`config.mk`:
```
export PLATFORM = sky130hd
export DESIGN_NAME = spi_master
export DESIGN_NICKNAME = d
export VERILOG_FILES = /design/src/rtl/spi_master.sv
export SDC_FILE = /design/constraint.sdc
export NUM_CORES = 1
export LEC_CHECK = 0
export BUFFER_PORTS_ARGS = -buffer_cell sky130_fd_sc_hd__buf_2
export CORE_MARGIN = 2
export CORE_UTILIZATION = 51
export DETAILED_ROUTE_END_ITERATION = 16
export GPL_ROUTABILITY_DRIVEN = 0
export GPL_TIMING_DRIVEN = 0
export PLACE_DENSITY = 0.73
export SYNTH_ARGS = -nofsm -noshare
export SYNTH_HDL_FRONTEND = slang
export SYNTH_SLANG_ARGS = --single-unit
export TNS_END_PERCENT = 1
```
`constraint.sdc`:
```
create_clock -name clk -period 3.72 [get_ports clk]
set_clock_uncertainty 0.15 [all_clocks]
set_input_delay 0.744 -clock clk [delete_from_list [all_inputs] [get_ports clk]]
set_output_delay 0.744 -clock clk [all_outputs]
set_load 0.05 [all_outputs]
```
`src/rtl/spi_master.sv`:
```
// SPI mode-0 initiator: one register read/write frame per start pulse.
// Frame = {we, address, data} MSB-first; sclk half-period is CLK_DIV clk cycles.
module spi_master #(
  parameter int unsigned DATA_W  = 32,
  parameter int unsigned ADDR_W  = 5,
  parameter int unsigned CLK_DIV = 8
) (
  input  logic              clk,
  input  logic              rst,
  input  logic              start,
  input  logic              we,
  input  logic [ADDR_W-1:0] address,
  input  logic [DATA_W-1:0] wdata,
  output logic [DATA_W-1:0] rdata,
  output logic              busy,
  output logic              done,
  output logic              sclk,
  output logic              ss,
  output logic              mosi,
  input  logic              miso
);
  localparam int unsigned FRAME_W = 1 + ADDR_W + DATA_W;
  localparam int unsigned DIV_W   = $clog2(CLK_DIV);
  localparam int unsigned BIT_W   = $clog2(FRAME_W);

  typedef enum logic [1:0] {IDLE, SETUP, SHIFT, HOLD} state_t;

  state_t               state, state_n;
  logic [DIV_W-1:0]     div, div_n;
  logic [BIT_W-1:0]     bit_idx, bit_n;
  logic                 high, high_n;
  logic [FRAME_W-1:0]   shreg, shreg_n, frame;
  logic [DATA_W-1:0]    cap, cap_n, rdata_n;
  logic                 we_q, we_n;
  logic                 sclk_n, ss_n, mosi_n, busy_n, done_n;
  logic                 div_last, launch;

  always_comb begin
    frame    = {we, address, (we ? wdata : {DATA_W{1'b0}})};
    div_last = (div == DIV_W'(CLK_DIV - 1));
    state_n  = state;
    div_n    = div_last ? '0 : div + 1'b1;
    bit_n    = bit_idx;
    high_n   = high;
    shreg_n  = shreg;
    cap_n    = cap;
    we_n     = we_q;
    rdata_n  = rdata;
    sclk_n   = sclk;
    ss_n     = ss;
    mosi_n   = mosi;
    busy_n   = busy;
    done_n   = 1'b0;
    launch   = 1'b0;

    case (state)
      IDLE: begin
        div_n  = '0;
        ss_n   = 1'b1;
        sclk_n = 1'b0;
        mosi_n = 1'b0;
        busy_n = 1'b0;
        launch = start;
      end
      SETUP: begin
        if (div_last) begin
          state_n = SHIFT;
          sclk_n  = 1'b1;
          high_n  = 1'b1;
          bit_n   = '0;
          cap_n   = {cap[DATA_W-2:0], miso};
        end
      end
      SHIFT: begin
        if (div_last) begin
          if (high) begin
            sclk_n  = 1'b0;
            high_n  = 1'b0;
            shreg_n = {shreg[FRAME_W-2:0], 1'b0};
            mosi_n  = shreg[FRAME_W-2];
          end else if (bit_idx == BIT_W'(FRAME_W - 1)) begin
            state_n = HOLD;
            ss_n    = 1'b1;
            mosi_n  = 1'b0;
          end else begin
            bit_n  = bit_idx + 1'b1;
            sclk_n = 1'b1;
            high_n = 1'b1;
            cap_n  = {cap[DATA_W-2:0], miso};
          end
        end
      end
      HOLD: begin
        if (div_last) begin
          state_n = IDLE;
          done_n  = 1'b1;
          busy_n  = 1'b0;
          if (!we_q) rdata_n = cap;
          // A held start relaunches here so the inter-frame gap is exactly HOLD.
          launch = start;
        end
      end
      default: state_n = IDLE;
    endcase

    if (launch) begin
      state_n = SETUP;
      div_n   = '0;
      shreg_n = frame;
      we_n    = we;
      ss_n    = 1'b0;
      busy_n  = 1'b1;
      mosi_n  = we;
    end
  end

  always_ff @(posedge clk or posedge rst) begin
    if (rst) begin
      state   <= IDLE;
      div     <= '0;
      bit_idx <= '0;
      high    <= 1'b0;
      shreg   <= '0;
      cap     <= '0;
      we_q    <= 1'b0;
      rdata   <= '0;
      sclk    <= 1'b0;
      ss      <= 1'b1;
      mosi    <= 1'b0;
      busy    <= 1'b0;
      done    <= 1'b0;
    end else begin
      state   <= state_n;
      div     <= div_n;
      bit_idx <= bit_n;
      high    <= high_n;
      shreg   <= shreg_n;
      cap     <= cap_n;
      we_q    <= we_n;
      rdata   <= rdata_n;
      sclk    <= sclk_n;
      ss      <= ss_n;
      mosi    <= mosi_n;
      busy    <= busy_n;
      done    <= done_n;
    end
  end
endmodule

```
==> results.md, run 1 <==
* Synth top area cells: dfrtp_1 (57%), mux2_2 (13%), mux2i_1 (7.5%)
* Placed cell area at just under 0.006 mm2
* Synthesized Nets at 468
* NumNets Final at 566
* Post-detail-place hpwl at 6910 um
* Clock tree buffer depth at 2
* Global-route wire length before repair at about 17,000 um
* Ratio of cells with drive above 1 in the final layout at 0.367
* Req. time, crit path at 3.98 ns
* Hold crit path type: primary input to asynchronous set/reset pin
* PnR Total Power at 4.11 mW
* CTS resizes at 0
* Top cells by count, synth: dfrtp_1 (118), mux2_2 (61), o21ai_0 (44)
* Vias in the first global route at 3,642
* Cell Area, Synth at roughly 0.0052 mm2
* Worst-path clk slew at about 0.070 ns
* Skew-Pair Late Insertion Delay at 0.52 ns
* Syn. warnings at 0
* 1st-iter DRT viols at 174
* Final Instance Count excl. Fillers at 661
* Setup violations, final at 0
* CTS root buf: clkbuf_8
* DIE WIDTH at 105 um
* Num CTS Buffers at 17
* Post-layout minimum cycle time at 2.39 ns
* Diode count at 0
* Total track usage at 0.199
* # H-tree levels at 4
* Final Hold Fails at 0
* Clock Sinks at 119
* CTS tree: done
* PD cells at approximately 640 mW/mm2
* Final hold slack at ~0.22 ns
* Post-synth cell types at 40
* Cts hold-fix bufs at 0
* Worst slew pin tran at 0.837 ns
* Register bit count reported by yosys at 119
* CP Data Arrival Time at 2.65 ns
* Post-Route WL at 10,300 um
* RSZ-0062 raised after global routing: false
* Synthesis-to-layout area growth at 23.1%
* Post-synthesis sequential area ratio at 0.574
* Top_reg_cell synth: dfrtp_1
* Synth Area per Inst at 12.4 um2
* Async SR Flop Fraction at 1.00
* Initial antenna violation count at 0
* Pin count of the biggest net entering global routing at 43
* Max-cap violation count at 0
* Status: complete, no violations
* Share of the synthesized area in the top cell type at 0.569
* Overflow after GRT at 0
* Rows at 36
* Top cell type by total area after synthesis: dfrtp_1
* CP Launch Type: register
* Static Leak at 3.46 nW
* Setup Fix Bufs, Post-CTS at 0
* VDD IR max at 0.000386 V
* Max_slew headroom at 0.441
* Critical Path End Type: register
* Most frequent cell after synthesis: dfrtp_1
* DIE AREA at 0.0110 mm2
* Die H at 105 um
* DP Cell Count at 629
* Post-synth EDFFs at 0
* Final Max Slew Viols at 0
* Via Count at 3,597
* Critical path class: register to register
* Critical path peak fanout at 10
* Fin crit share at 0.643
* DRC violations left at 0
* Wire length per cell at 15.5 um
* Mapped Cells at between 400 and 500
* Final instance area at 0.00639 mm2
* Via density at 5.44
* Routed Antenna Nets at 0
* PortBufs at 77
* Max Clk Rate at 418 MHz
* Core area at 0.00982 mm2
* Starting Density at 0.528
* Total negative slack at 0 ns
* First-pass iteration count of the detailed router at 5
* I/O pins at 79
## final cells by class
| class | count | area (um2) |
|---|---|---|
| Timing Repair Buffer | 79 | 425 |
| Inverter | 11 | 45.0 |
| Buffer | 28 | 148 |
| Tap cell | 133 | 166 |
| Clock inverter | 14 | 176 |
| Multi-Input combinational cell | 259 | 2020 |
| Sequential cell | 119 | 2980 |
| Clock buffer | 18 | 428 |
| Fill cell | 779 | 3430 |
## metal layers
metal,track usage,vias to the layer above,wire length [um]
met4,0.0771,0,133
met5,0,-,0
met2,0.307,102,4840
met3,0.0717,16,702
met1,0.259,1792,4580
li1,-,1687,-
## state kept, by name, indices dropped and copies added, names as in the netlist, 2 cells and up
name	cells
bit_idx	6
cap	32
div	3
rdata	32
shreg	37
state	2
## critical path, stage by stage, from the launching register on
cell and delay (ns):
dfrtp_1 0.35, ha_1 0.15, ha_1 0.29, a21oi_1 0.13, nor3b_1 0.42, buf_2 0.30
buf_2 0.24, nand3_1 0.09, o21ai_0 0.14
## placed cells by master, fill, tap and decap left out, types with 2 or more instances in the layout
master and n:
ha_1 9, bufinv_16 2, or3b_1 2, buf_6 3
inv_8 5, clkbuf_8 2, a31oi_1 2, clkbuf_1 11
nand3_1 35, inv_6 5, and2_1 2, nand2_1 19
a21o_1 2, o21ai_0 44, buf_2 90, mux2_2 61
clkbuf_16 16, nor2_1 7, buf_12 2, o311ai_0 2
nor3b_1 2, clkinvlp_4 2, mux2_1 4, a21oi_1 6
inv_1 9, dfrtp_1 118, and3_1 6, nor3_1 2
mux2i_1 39
## stage by stage
stage,setup WS (ns),utilization
floorplan,1.37,-
global placement,0.680,0.585
detailed placement,1.35,0.589
CTS,1.33,0.651
global route,1.12,0.651
finish,1.33,0.651
## report_power, final
part	leakage, nW	internal [mW]	switching (mW)	total, mW
clock	0.297	1.00	0.656	1.66
combinational	1.56	0.313	0.479	0.792
sequential	1.60	1.52	0.131	1.65
total	3.46	2.84	1.27	4.11
## cell families (layout without fill, tap and decap cells)
| family | Yosys count | in the layout | share of synthesized area |
|---|---|---|---|
| AOI/OAI and AO/OA | 66 | 66 | 0.0723 |
| adders and majority gates | 9 | 9 | 0.0217 |
| and+or+nand+nor | 79 | 79 | 0.0762 |
| buffers and inverters | 39 | 150 | 0.0364 |
| muxes | 105 | 105 | 0.219 |
| DFF | 119 | 119 | 0.574 |
## worst paths after layout
path                                       start                   end  slack (ns)  cells after the start
worst max-delay path            div[0]$_DFF_PP0_  shreg[5]$_DFFE_PP0P_        1.33                      8
worst min-delay path                         rst   cap[27]$_DFFE_PP0P_        0.22                      2
worst max register to register  div[0]$_DFF_PP0_  shreg[5]$_DFFE_PP0P_        1.33                      8
worst min register to register  div[0]$_DFF_PP0_      div[0]$_DFF_PP0_        0.29                      1
max in group asynchronous                    rst        ss$_DFFE_PP1P_        2.46                      3
min in group clk                div[0]$_DFF_PP0_      div[0]$_DFF_PP0_        0.29                      1
Note: power is estimated with default switching activity, not from simulation.
==> inputs of run 2 (changes only) <==
Settings changed: CORE_UTILIZATION 51 to 57, PLACE_DENSITY 0.73 to 0.77.
Clock period 3.72 ns to 2.3 ns, I/O delays scaled along.
==> results.md, run 2 (synthesis gave the netlist of run 1 again) <==
* Status: complete, no violations
* Setup violations, final at 0 (unchanged)
* Die H at 99.4 um (-5.2%)
* Rows at 34 (-5.6%)
* Wire length per cell at 17.1 um (+10%)
* Worst slew pin tran at 0.506 ns (-0.331 ns)
* R2R depth at 8 (unchanged)
* Overflow after GRT at 0 (unchanged)
* Fin crit share at 0.970 (+0.327)
* Max FFs per register at 37 (unchanged)
* Total track usage at 0.231 (+0.0323)
* PnR Total Power at 6.56 mW (+60%)
* First-pass iteration count of the detailed router at 5 (unchanged)
* WHS Path Cells at 3
* Static Leak at 3.47 nW (+0.21%)
* Post-layout minimum cycle time at 2.23 ns (-0.161 ns)
* Via density at 5.69 (+4.6%)
* Fill cells at 627 (-20%)
* CTS tree: done
* Final Max Slew Viols at 0 (unchanged)
* DIE WIDTH at 99.4 um (-5.2%)
* Critical path peak fanout at 10 (unchanged)
* CP Data Arrival Time at 2.47 ns (-0.18 ns)
* Post-detail-place hpwl at 6980 um (+1.1%)
* Most frequent cells in the layout: dfrtp_1 (118), buf_2 (86), mux2_2 (61), o21ai_0 (44), mux2i_1 (39)
* Hold crit path type: primary input to register
* I/O pins at 79 (unchanged)
* DP Cell Count at 605 (-3.8%)
* Final hold slack at 0.0134 ns (-0.211 ns)
* Ratio of cells with drive above 1 in the final layout at 0.382 (+0.0146)
* CTS root buf: clkbuf_8
* Commonest non-fill, non-tap cell in the layout: dfrtp_1
* 1st-iter DRT viols at 185 (+6.3%)
* Final Hold Fails at 0 (unchanged)
* Clock tree buffer depth at 2 (unchanged)
* Pre-CTS WS at -0.0933 ns (-1.45 ns)
* # H-tree levels at 4 (unchanged)
* NumNets Final at 572 (+1.1%)
* CP Launch Type: register
* Vias in the first global route at 3,718 (+2.1%)
* Starting Density at 0.592 (+0.0637)
* Routed Antenna Nets at 0 (unchanged)
* Num CTS Buffers at 17 (unchanged)
* Critical Path End Type: register
* Global-route wire length before repair at 18,100 um (+4.1%)
* VDD IR max at 0.000686 V (+78%)
* Diode count at 0 (unchanged)
* Core area at 0.00876 mm2 (-11%)
* Max Clk Rate at 448 MHz (+7.2%)
* Via Count at 3,653 (+1.6%)
* Placed cell area at 0.00577 mm2 (-0.19%)
* Synthesis-to-layout area growth at 23.8%
* Top flop regs: shreg x37, cap x32, rdata x32
* DIE AREA at 0.00988 mm2 (-10%)
* DRC violations left at 0 (unchanged)
* Biggest register: shreg
* Final instance area at 0.00642 mm2 (+0.55%)
* PortBufs at 77 (unchanged)
* Worst-path clk slew at 0.06 ns (about the same)
* PD cells at 1020 mW/mm2 (+59%)
* Post-Route WL at 11,000 um (+7.0%)
* Critical path class: register to register
* Worst setup margin at 0.0690 ns (-1.26 ns)
* Clock Sinks at 119 (unchanged)
* Max-cap violation count at 0 (unchanged)
* Req. time, crit path at 2.54 ns (-1.44 ns)
* Final Instance Count excl. Fillers at 642 (-2.9%)
* Max_slew headroom at 0.662 (+0.221)
* Pin count of the biggest net entering global routing at 44 (+2.3%)
* Skew-Pair Late Insertion Delay at 0.51 ns (about the same)
* Initial antenna violation count at 0 (unchanged)
## run 2: metrics by stage
| stage | utilization | TNS [ns] |
|---|---|---|
| finish | 0.733 | 0 |
| global route | 0.733 | -0.0516 |
| CTS | 0.725 | -0.377 |
| detailed placement | 0.659 | -2.38 |
| global placement | 0.652 | -56.33 |
| floorplan | - | 0 |
## run 2: power breakdown
| group | switching [mW] | internal, mW |
|---|---|---|
| combinational | 0.797 | 0.571 |
| sequential | 0.220 | 2.47 |
| clock | 1.01 | 1.48 |
## run 2: layer usage
metal	wire (um)	vias up	global-route usage
li1	-	1696	-
met1	4800	1852	0.306
met2	5550	93	0.384
met3	520	12	0.0604
met4	103	0	0.0632
met5	0	-	0
## run 2: critical path, cell delays in order, from the launching register on
cell,delay (ns)
dfrtp_1,0.43
inv_1,0.15
ha_1,0.23
nor2b_2,0.24
o21ai_1,0.11
a21o_1,0.18
buf_4,0.17
buf_6,0.15
mux2_1,0.31
## run 2: worst paths after layout
path | slack [ns] | to | start
worst max register to register | 0.07 | cap[0]$_DFFE_PP0P_ | state[0]$_DFFE_PP0P_
worst max-delay path | 0.07 | cap[0]$_DFFE_PP0P_ | state[0]$_DFFE_PP0P_
worst min register to register | 0.28 | div[0]$_DFF_PP0_ | div[0]$_DFF_PP0_
min in group asynchronous | 0.39 | rdata[23]$_DFFE_PP0P_ | rst
max in group asynchronous | 0.74 | ss$_DFFE_PP1P_ | rst
worst min-delay path | 0.01 | shreg[36]$_DFFE_PP0P_ | address[4]
## run 2: timing repair
item,4_1_cts,5_1_grt
resized for setup,2,8
pin swaps,0,1
hold endpoints to repair,20,0
endpoints found under the setup margin,63,77
hold buffers,1,0
cloned,0,0
buffers inserted,0,5
## run 2: cell type report
type	instances	area (um2)	area share
tap	108	135	0.0210
clock buffer	18	428	0.0666
buffer	27	154	0.0240
clock inverter	14	136	0.0212
inverter	11	45.0	0.00701
timing repair buffer	86	493	0.0767
sequential	119	2980	0.464
multi-input combinational	259	2050	0.320
